==> src/rtl/pcs_rx_pkg.sv <==
// Shared constants, block-lock state type and sync-header helper for the 40G PCS receive path.
package pcs_rx_pkg;

    localparam logic [1:0] SYNC_HEAD_DATA = 2'b01;
    localparam logic [1:0] SYNC_HEAD_CTRL = 2'b10;

    localparam int unsigned DEF_LOCK_CNT  = 64;
    localparam int unsigned DEF_INVLD_MAX = 16;
    localparam int unsigned DEF_SLIP_WAIT = 2;

    typedef enum logic [1:0] {
        ST_RESET_CNT,
        ST_TEST_SH,
        ST_SLIP,
        ST_SLIP_WAIT
    } blk_lock_state_e;

    // Only the two data/control headers are legal; 00 and 11 mark a misaligned boundary.
    function automatic logic is_sync_head(input logic [1:0] head);
        return (head == SYNC_HEAD_DATA) || (head == SYNC_HEAD_CTRL);
    endfunction

endpackage

==> src/rtl/pcs_block_lock_lane.sv <==
// One lane of the 64b/66b block synchronizer: block-lock FSM, header counters and
// the registered block/lock outputs.
module pcs_block_lock_lane
    import pcs_rx_pkg::*;
#(
    parameter int unsigned DATA_W    = 64,
    parameter int unsigned HEAD_W    = 2,
    parameter int unsigned LOCK_CNT  = DEF_LOCK_CNT,
    parameter int unsigned INVLD_MAX = DEF_INVLD_MAX,
    parameter int unsigned SLIP_WAIT = DEF_SLIP_WAIT
) (
    input  logic              clk,
    input  logic              reset,
    input  logic              valid_i,
    input  logic [HEAD_W-1:0] head_i,
    input  logic [DATA_W-1:0] data_i,
    output logic              slip_o,
    output logic              lock_o,
    output logic              lock_nxt_c,
    output logic              valid_o,
    output logic [HEAD_W-1:0] head_o,
    output logic [DATA_W-1:0] data_o
);

    localparam int unsigned CNT_W  = $clog2(LOCK_CNT + 1);
    localparam int unsigned INV_W  = $clog2(INVLD_MAX + 1);
    localparam int unsigned WAIT_W = (SLIP_WAIT < 1) ? 1 : $clog2(SLIP_WAIT + 1);

    blk_lock_state_e    r_state;
    logic [CNT_W-1:0]   r_sh_cnt;
    logic [INV_W-1:0]   r_invld_cnt;
    logic [WAIT_W-1:0]  r_wait_cnt;
    logic               r_slip;
    logic               r_lock;
    logic               r_valid;
    logic [HEAD_W-1:0]  r_head;
    logic [DATA_W-1:0]  r_data;

    logic w_test;
    logic w_hdr_ok;
    logic w_cnt_last;
    logic w_invld_last;
    logic w_pass;
    logic w_lock_nxt;

    // Decode of the current sample; lock_nxt is exported so the aggregate lock lines up with lock_o.
    always_comb begin
        w_test       = (r_state == ST_TEST_SH) && valid_i;
        w_hdr_ok     = is_sync_head(head_i[1:0]);
        w_cnt_last   = (r_sh_cnt == CNT_W'(LOCK_CNT - 1));
        w_invld_last = (r_invld_cnt == INV_W'(INVLD_MAX - 1));
        w_pass       = valid_i && (r_state != ST_SLIP_WAIT);
        w_lock_nxt   = r_lock;
        if (r_state == ST_SLIP) begin
            w_lock_nxt = 1'b0;
        end else if (w_test) begin
            if (w_hdr_ok) begin
                if (w_cnt_last && (r_invld_cnt == '0)) begin
                    w_lock_nxt = 1'b1;
                end
            end else if (w_invld_last) begin
                w_lock_nxt = 1'b0;
            end
        end
    end

    always_ff @(posedge clk) begin
        if (reset) begin
            r_state     <= ST_RESET_CNT;
            r_sh_cnt    <= '0;
            r_invld_cnt <= '0;
            r_wait_cnt  <= '0;
            r_slip      <= 1'b0;
            r_lock      <= 1'b0;
            r_valid     <= 1'b0;
            r_head      <= '0;
            r_data      <= '0;
        end else begin
            r_lock  <= w_lock_nxt;
            r_slip  <= 1'b0;
            r_valid <= w_pass;
            if (w_pass) begin
                r_head <= head_i;
                r_data <= data_i;
            end
            case (r_state)
                ST_RESET_CNT: begin
                    r_sh_cnt    <= '0;
                    r_invld_cnt <= '0;
                    r_state     <= ST_TEST_SH;
                end
                ST_TEST_SH: begin
                    // A valid_i gap leaves the state and both counters untouched.
                    if (valid_i) begin
                        if (w_hdr_ok) begin
                            if (w_cnt_last) begin
                                r_state <= ST_RESET_CNT;
                            end else begin
                                r_sh_cnt <= r_sh_cnt + CNT_W'(1);
                            end
                        end else if (!r_lock || w_invld_last) begin
                            r_slip  <= 1'b1;
                            r_state <= ST_SLIP;
                            if (r_lock) begin
                                r_invld_cnt <= r_invld_cnt + INV_W'(1);
                            end
                        end else begin
                            r_invld_cnt <= r_invld_cnt + INV_W'(1);
                            if (w_cnt_last) begin
                                r_state <= ST_RESET_CNT;
                            end else begin
                                r_sh_cnt <= r_sh_cnt + CNT_W'(1);
                            end
                        end
                    end
                end
                ST_SLIP: begin
                    r_wait_cnt <= WAIT_W'(SLIP_WAIT);
                    r_state    <= ST_SLIP_WAIT;
                end
                ST_SLIP_WAIT: begin
                    // Gearbox is realigning; blocks seen here are discarded.
                    if (r_wait_cnt <= WAIT_W'(1)) begin
                        r_wait_cnt <= '0;
                        r_state    <= ST_RESET_CNT;
                    end else begin
                        r_wait_cnt <= r_wait_cnt - WAIT_W'(1);
                    end
                end
                default: r_state <= ST_RESET_CNT;
            endcase
        end
    end

    assign slip_o     = r_slip;
    assign lock_o     = r_lock;
    assign lock_nxt_c = w_lock_nxt;
    assign valid_o    = r_valid;
    assign head_o     = r_head;
    assign data_o     = r_data;

endmodule

==> src/rtl/pcs_40g_rx_block_sync.sv <==
// 40GBASE-R receive block synchronizer: independent per-lane block lock plus an
// aggregate lock registered at the same stage as the per-lane locks.
module pcs_40g_rx_block_sync
    import pcs_rx_pkg::*;
#(
    parameter int unsigned LANE_N    = 4,
    parameter int unsigned DATA_W    = 64,
    parameter int unsigned HEAD_W    = 2,
    parameter int unsigned LOCK_CNT  = DEF_LOCK_CNT,
    parameter int unsigned INVLD_MAX = DEF_INVLD_MAX,
    parameter int unsigned SLIP_WAIT = DEF_SLIP_WAIT
) (
    input  logic                       clk,
    input  logic                       reset,
    input  logic [LANE_N-1:0]          valid_i,
    input  logic [LANE_N*HEAD_W-1:0]   head_i,
    input  logic [LANE_N*DATA_W-1:0]   data_i,
    output logic [LANE_N-1:0]          slip_o,
    output logic [LANE_N-1:0]          lock_o,
    output logic                       all_lock_o,
    output logic [LANE_N-1:0]          valid_o,
    output logic [LANE_N*HEAD_W-1:0]   head_o,
    output logic [LANE_N*DATA_W-1:0]   data_o
);

    logic [LANE_N-1:0] w_lock_nxt;
    logic              r_all_lock;

    for (genvar g = 0; g < LANE_N; g++) begin : g_lane
        pcs_block_lock_lane #(
            .DATA_W    (DATA_W),
            .HEAD_W    (HEAD_W),
            .LOCK_CNT  (LOCK_CNT),
            .INVLD_MAX (INVLD_MAX),
            .SLIP_WAIT (SLIP_WAIT)
        ) u_lane (
            .clk        (clk),
            .reset      (reset),
            .valid_i    (valid_i[g]),
            .head_i     (head_i[g*HEAD_W +: HEAD_W]),
            .data_i     (data_i[g*DATA_W +: DATA_W]),
            .slip_o     (slip_o[g]),
            .lock_o     (lock_o[g]),
            .lock_nxt_c (w_lock_nxt[g]),
            .valid_o    (valid_o[g]),
            .head_o     (head_o[g*HEAD_W +: HEAD_W]),
            .data_o     (data_o[g*DATA_W +: DATA_W])
        );
    end

    // Built from the lanes' next-lock values so it updates on the same edge as lock_o.
    always_ff @(posedge clk) begin
        if (reset) begin
            r_all_lock <= 1'b0;
        end else begin
            r_all_lock <= &w_lock_nxt;
        end
    end

    assign all_lock_o = r_all_lock;

endmodule
==> config.mk <==
export PLATFORM = sky130hd
export DESIGN_NAME = pcs_40g_rx_block_sync
export DESIGN_NICKNAME = d
export VERILOG_FILES = /design/src/rtl/pcs_rx_pkg.sv /design/src/rtl/pcs_block_lock_lane.sv /design/src/rtl/pcs_40g_rx_block_sync.sv
export SDC_FILE = /design/constraint.sdc
export NUM_CORES = 1
export LEC_CHECK = 0
export BUFFER_PORTS_ARGS = -buffer_cell sky130_fd_sc_hd__buf_4
export CAP_MARGIN = 20
export CELL_PAD_IN_SITES_DETAIL_PLACEMENT = 1
export CELL_PAD_IN_SITES_GLOBAL_PLACEMENT = 1
export CORE_AREA = 2 2 212 214
export DETAILED_ROUTE_END_ITERATION = 10
export DIE_AREA = 0 0 214 216
export GPL_ROUTABILITY_DRIVEN = 0
export HOLD_SLACK_MARGIN = 0.03
export PLACE_DENSITY_LB_ADDON = 0.05
export SKIP_LAST_GASP = 1
export SLEW_MARGIN = 0
export SYNTH_ARGS = -nofsm -noshare
export SYNTH_HDL_FRONTEND = slang
export SYNTH_SLANG_ARGS = --single-unit
==> constraint.sdc <==
create_clock -name clk -period 2.72 [get_ports clk]
set_input_delay 0.544 -clock clk [delete_from_list [all_inputs] [get_ports clk]]
set_output_delay 0.544 -clock clk [all_outputs]
set_load 0.05 [all_outputs]
==> flow_summary.toml <==
[setup_path]
r2r_start = "g_lane[2].u_lane.r_invld_cnt[0]"
critPathLaunchType = "flip-flop"
crit_path_end_kind = "flip-flop"
worstPathRequired_ns = 3.20
arrival_ns = 2.78
path_max_fanout = 12
crit_type = "reg2reg"
reg2reg_to = "g_lane[2].u_lane.r_sh_cnt[3]"
reg2reg_depth = 7
rrSetupSlack_ns = 0.42

[yosys]
syn_nets = 1926
avgSynthCellArea_um2 = 7.915
synth_area_mm2 = 0.01298
yosysWarnings = 0
seq_area_frac_synth_pct = 52.59
synth_edf_count = 0
netlist_instances = 1640
async_flop_share_pct = 0
ys_types = 62
ys.flop_type = "dfxtp_1"
ys_ff_latch = 341

[clocking]
h-tree-depth = 2
insertion_delay_ns = 0.55
cts_resized = 0
post_cts_buffers = 0
clkTransAtPathRegs_ns = 0.06
cts_sinks = 341
postCtsHoldBufs = 0
cts_tree = "built"
cts_root_buf = "clkbuf_16"
cts_buffers = 43
cts_buffer_depth = 3

[cells_and_area]
layout_commonest_cell = "nand2_1"
final_nets = 2414
layout_common_cells = "nand2_1, buf_4, dfxtp_1"
area_delta_synth_final_pct = 46.49
fin_area_mm2 = 0.01902
drive_gt1_share_pct = 29.75
utilization_pct = 43.38

[sta]
tightest_slew_ns = 0.7894
post-route-period-util_pct = 84.66
drv_slew = 0
setup_viol_count_final = 0
max_freq_mhz = 434.2
slew_headroom_pct = 46.82
period_needed_ns = 2.303
hold_viol = 0
fin_worst_skew_ns = 0.01026
setup-tns-final_ns = 0
rsz0062_at_grt = "false"
whs_ns = 0.2198

[floorplan]
die_w_um = 214
ios = 547
num_rows = 77
start_util_pct = 29.61
core_region_area_mm2 = 0.04384
die_h_um = 216
die_area_mm2 = 0.04622

[global_routing]
grt_max_degree = 126
grt_pass1_vias = 13170
grt_usage_pct = 19.62
grt_pass1_wl_um = 73220
antenna_found_initial = 3
grt-ovfl-total = 0

[pwr]
ir_worst_vdd_mv = 0.4931
power_mw = 13.32
p_leak_nw = 8.263
powerDensity_mw_per_mm2 = 700.7

[detailed_routing]
drt-total-wl_um = 47020
routed_via_density = 4.712
dr.pass1.iters = 4
drtAntennaViolNets = 0
num_vias = 12970
drt_drc_violations_left = 0
drt_iter0_drc = 482
post_drt_wl_per_cell_um = 17.08

[flow_run]
drv_cap = 0

[worst_hold_path]
hold_end = "g_lane[1].u_lane.r_sh_cnt[5]"
hold_class = "in2reg"
min_delay_path_depth = 2
min_from = "reset"

[placement]
post-dp-hpwl_um = 33420
port_buffers = 546
dpl_cell_area_mm2 = 0.01761

[status]
outcome = "finished clean"
==> through the flow <==
stage / instances / worst slack, ns
2_1_floorplan: 1640 / 0.6334
3_3_place_gp: 2675 / 0.4177
3_5_place_dp: 2675 / 0.3238
4_1_cts: 2750 / 0.4108
5_1_grt: 2753 / 0.3163
6_report: 2753 / 0.4172
==> worst max-delay path by stage <==
stage                                    start                           end  slack, ns  cells past startpoint
2_1_floorplan  g_lane[2].u_lane.r_invld_cnt[0]  g_lane[2].u_lane.r_sh_cnt[2]       0.63                      8
3_3_place_gp                         head_i[0]  g_lane[0].u_lane.r_sh_cnt[5]       0.42                      5
3_5_place_dp                         head_i[0]  g_lane[0].u_lane.r_sh_cnt[5]       0.32                      5
4_1_cts        g_lane[2].u_lane.r_invld_cnt[0]  g_lane[2].u_lane.r_sh_cnt[3]       0.41                      7
5_1_grt        g_lane[2].u_lane.r_invld_cnt[0]  g_lane[2].u_lane.r_sh_cnt[3]       0.32                      7
6_report       g_lane[2].u_lane.r_invld_cnt[0]  g_lane[2].u_lane.r_sh_cnt[3]       0.42                      7
==> critical path, cell delays in order, from the launching register on <==
cell and delay, ns:
dfxtp_1 0.33, ha_1 0.22, and3_1 0.18, ha_1 0.16
nand2b_1 0.17, a221o_1 0.49, or4_1 0.52, a31oi_1 0.17
==> layer usage <==
metal,wire [um],global-route usage [%]
met1,19670,23.08
met4,1368,7.949
met5,0,0
met3,3513,6.540
met2,22470,32.87
==> cell families (layout without fill, tap and decap cells) <==
family / Yosys count / after routing / share of synthesized area, %
other cells: 0 / 3 / 0
mux: 7 / 7 / 0.5590
fa+ha+maj: 16 / 16 / 1.542
compound gates: 400 / 400 / 17.06
buf+inv: 154 / 672 / 4.906
xor+xnor: 5 / 5 / 0.3374
simple gates: 717 / 717 / 23.01
flops: 341 / 341 / 52.59
==> area by class of cell <==
class / count / area, um^2
clock buffer: 68 / 1313
inverter: 33 / 123.9
timing repair buffer: 564 / 4354
antenna: 3 / 7.507
sequential: 341 / 6827
fill: 5284 / 24820
multi-input combinational: 1145 / 5563
clock inverter: 7 / 87.58
tap: 592 / 740.7
==> power by group <==
group	internal, mW	switching (mW)
Clock	3.48	2.16
Sequential	5.25	0.153
Combinational	0.768	1.52
==> Yosys cell counts (all sizes together), types with 3 or more instances <==
cell type,count,area [um^2]
xnor2,3,26.28
inv,33,123.9
nand4,13,81.33
and3,6,37.54
mux2i,5,50.05
a31oi,9,56.30
a21oi,302,1511
or3,5,31.28
clkbuf,89,334.1
nor4,5,31.28
or4,9,67.56
o211ai,9,67.56
nand2b,11,68.82
nor2b,8,50.05
nor2,32,120.1
buf,32,178.9
nand2,579,2173
and3b,3,26.28
o32ai,5,43.79
and2,3,18.77
nand3b,4,30.03
ha,16,200.2
dfxtp,341,6827
o31ai,6,45.04
nor3,7,35.03
o21ai,25,125.1
nand4b,4,35.03
o211a,3,30.03
a41o,3,30.03
a22oi,6,45.04
nand3,17,85.08
o22ai,6,37.54
==> sequential cells by signal (all words and copies together), names as in the netlist, named ones only <==
signal and flops:
g_lane.u_lane.r_wait_cnt 8, g_lane.u_lane.data_o 256, g_lane.u_lane.r_invld_cnt 20, g_lane.u_lane.lock_o 4
g_lane.u_lane.valid_o 4, all_lock_o 1, g_lane.u_lane.slip_o 4, g_lane.u_lane.head_o 8
g_lane.u_lane.r_sh_cnt 28, g_lane.u_lane.r_state 4
Power figures use the tool's default switching activity.
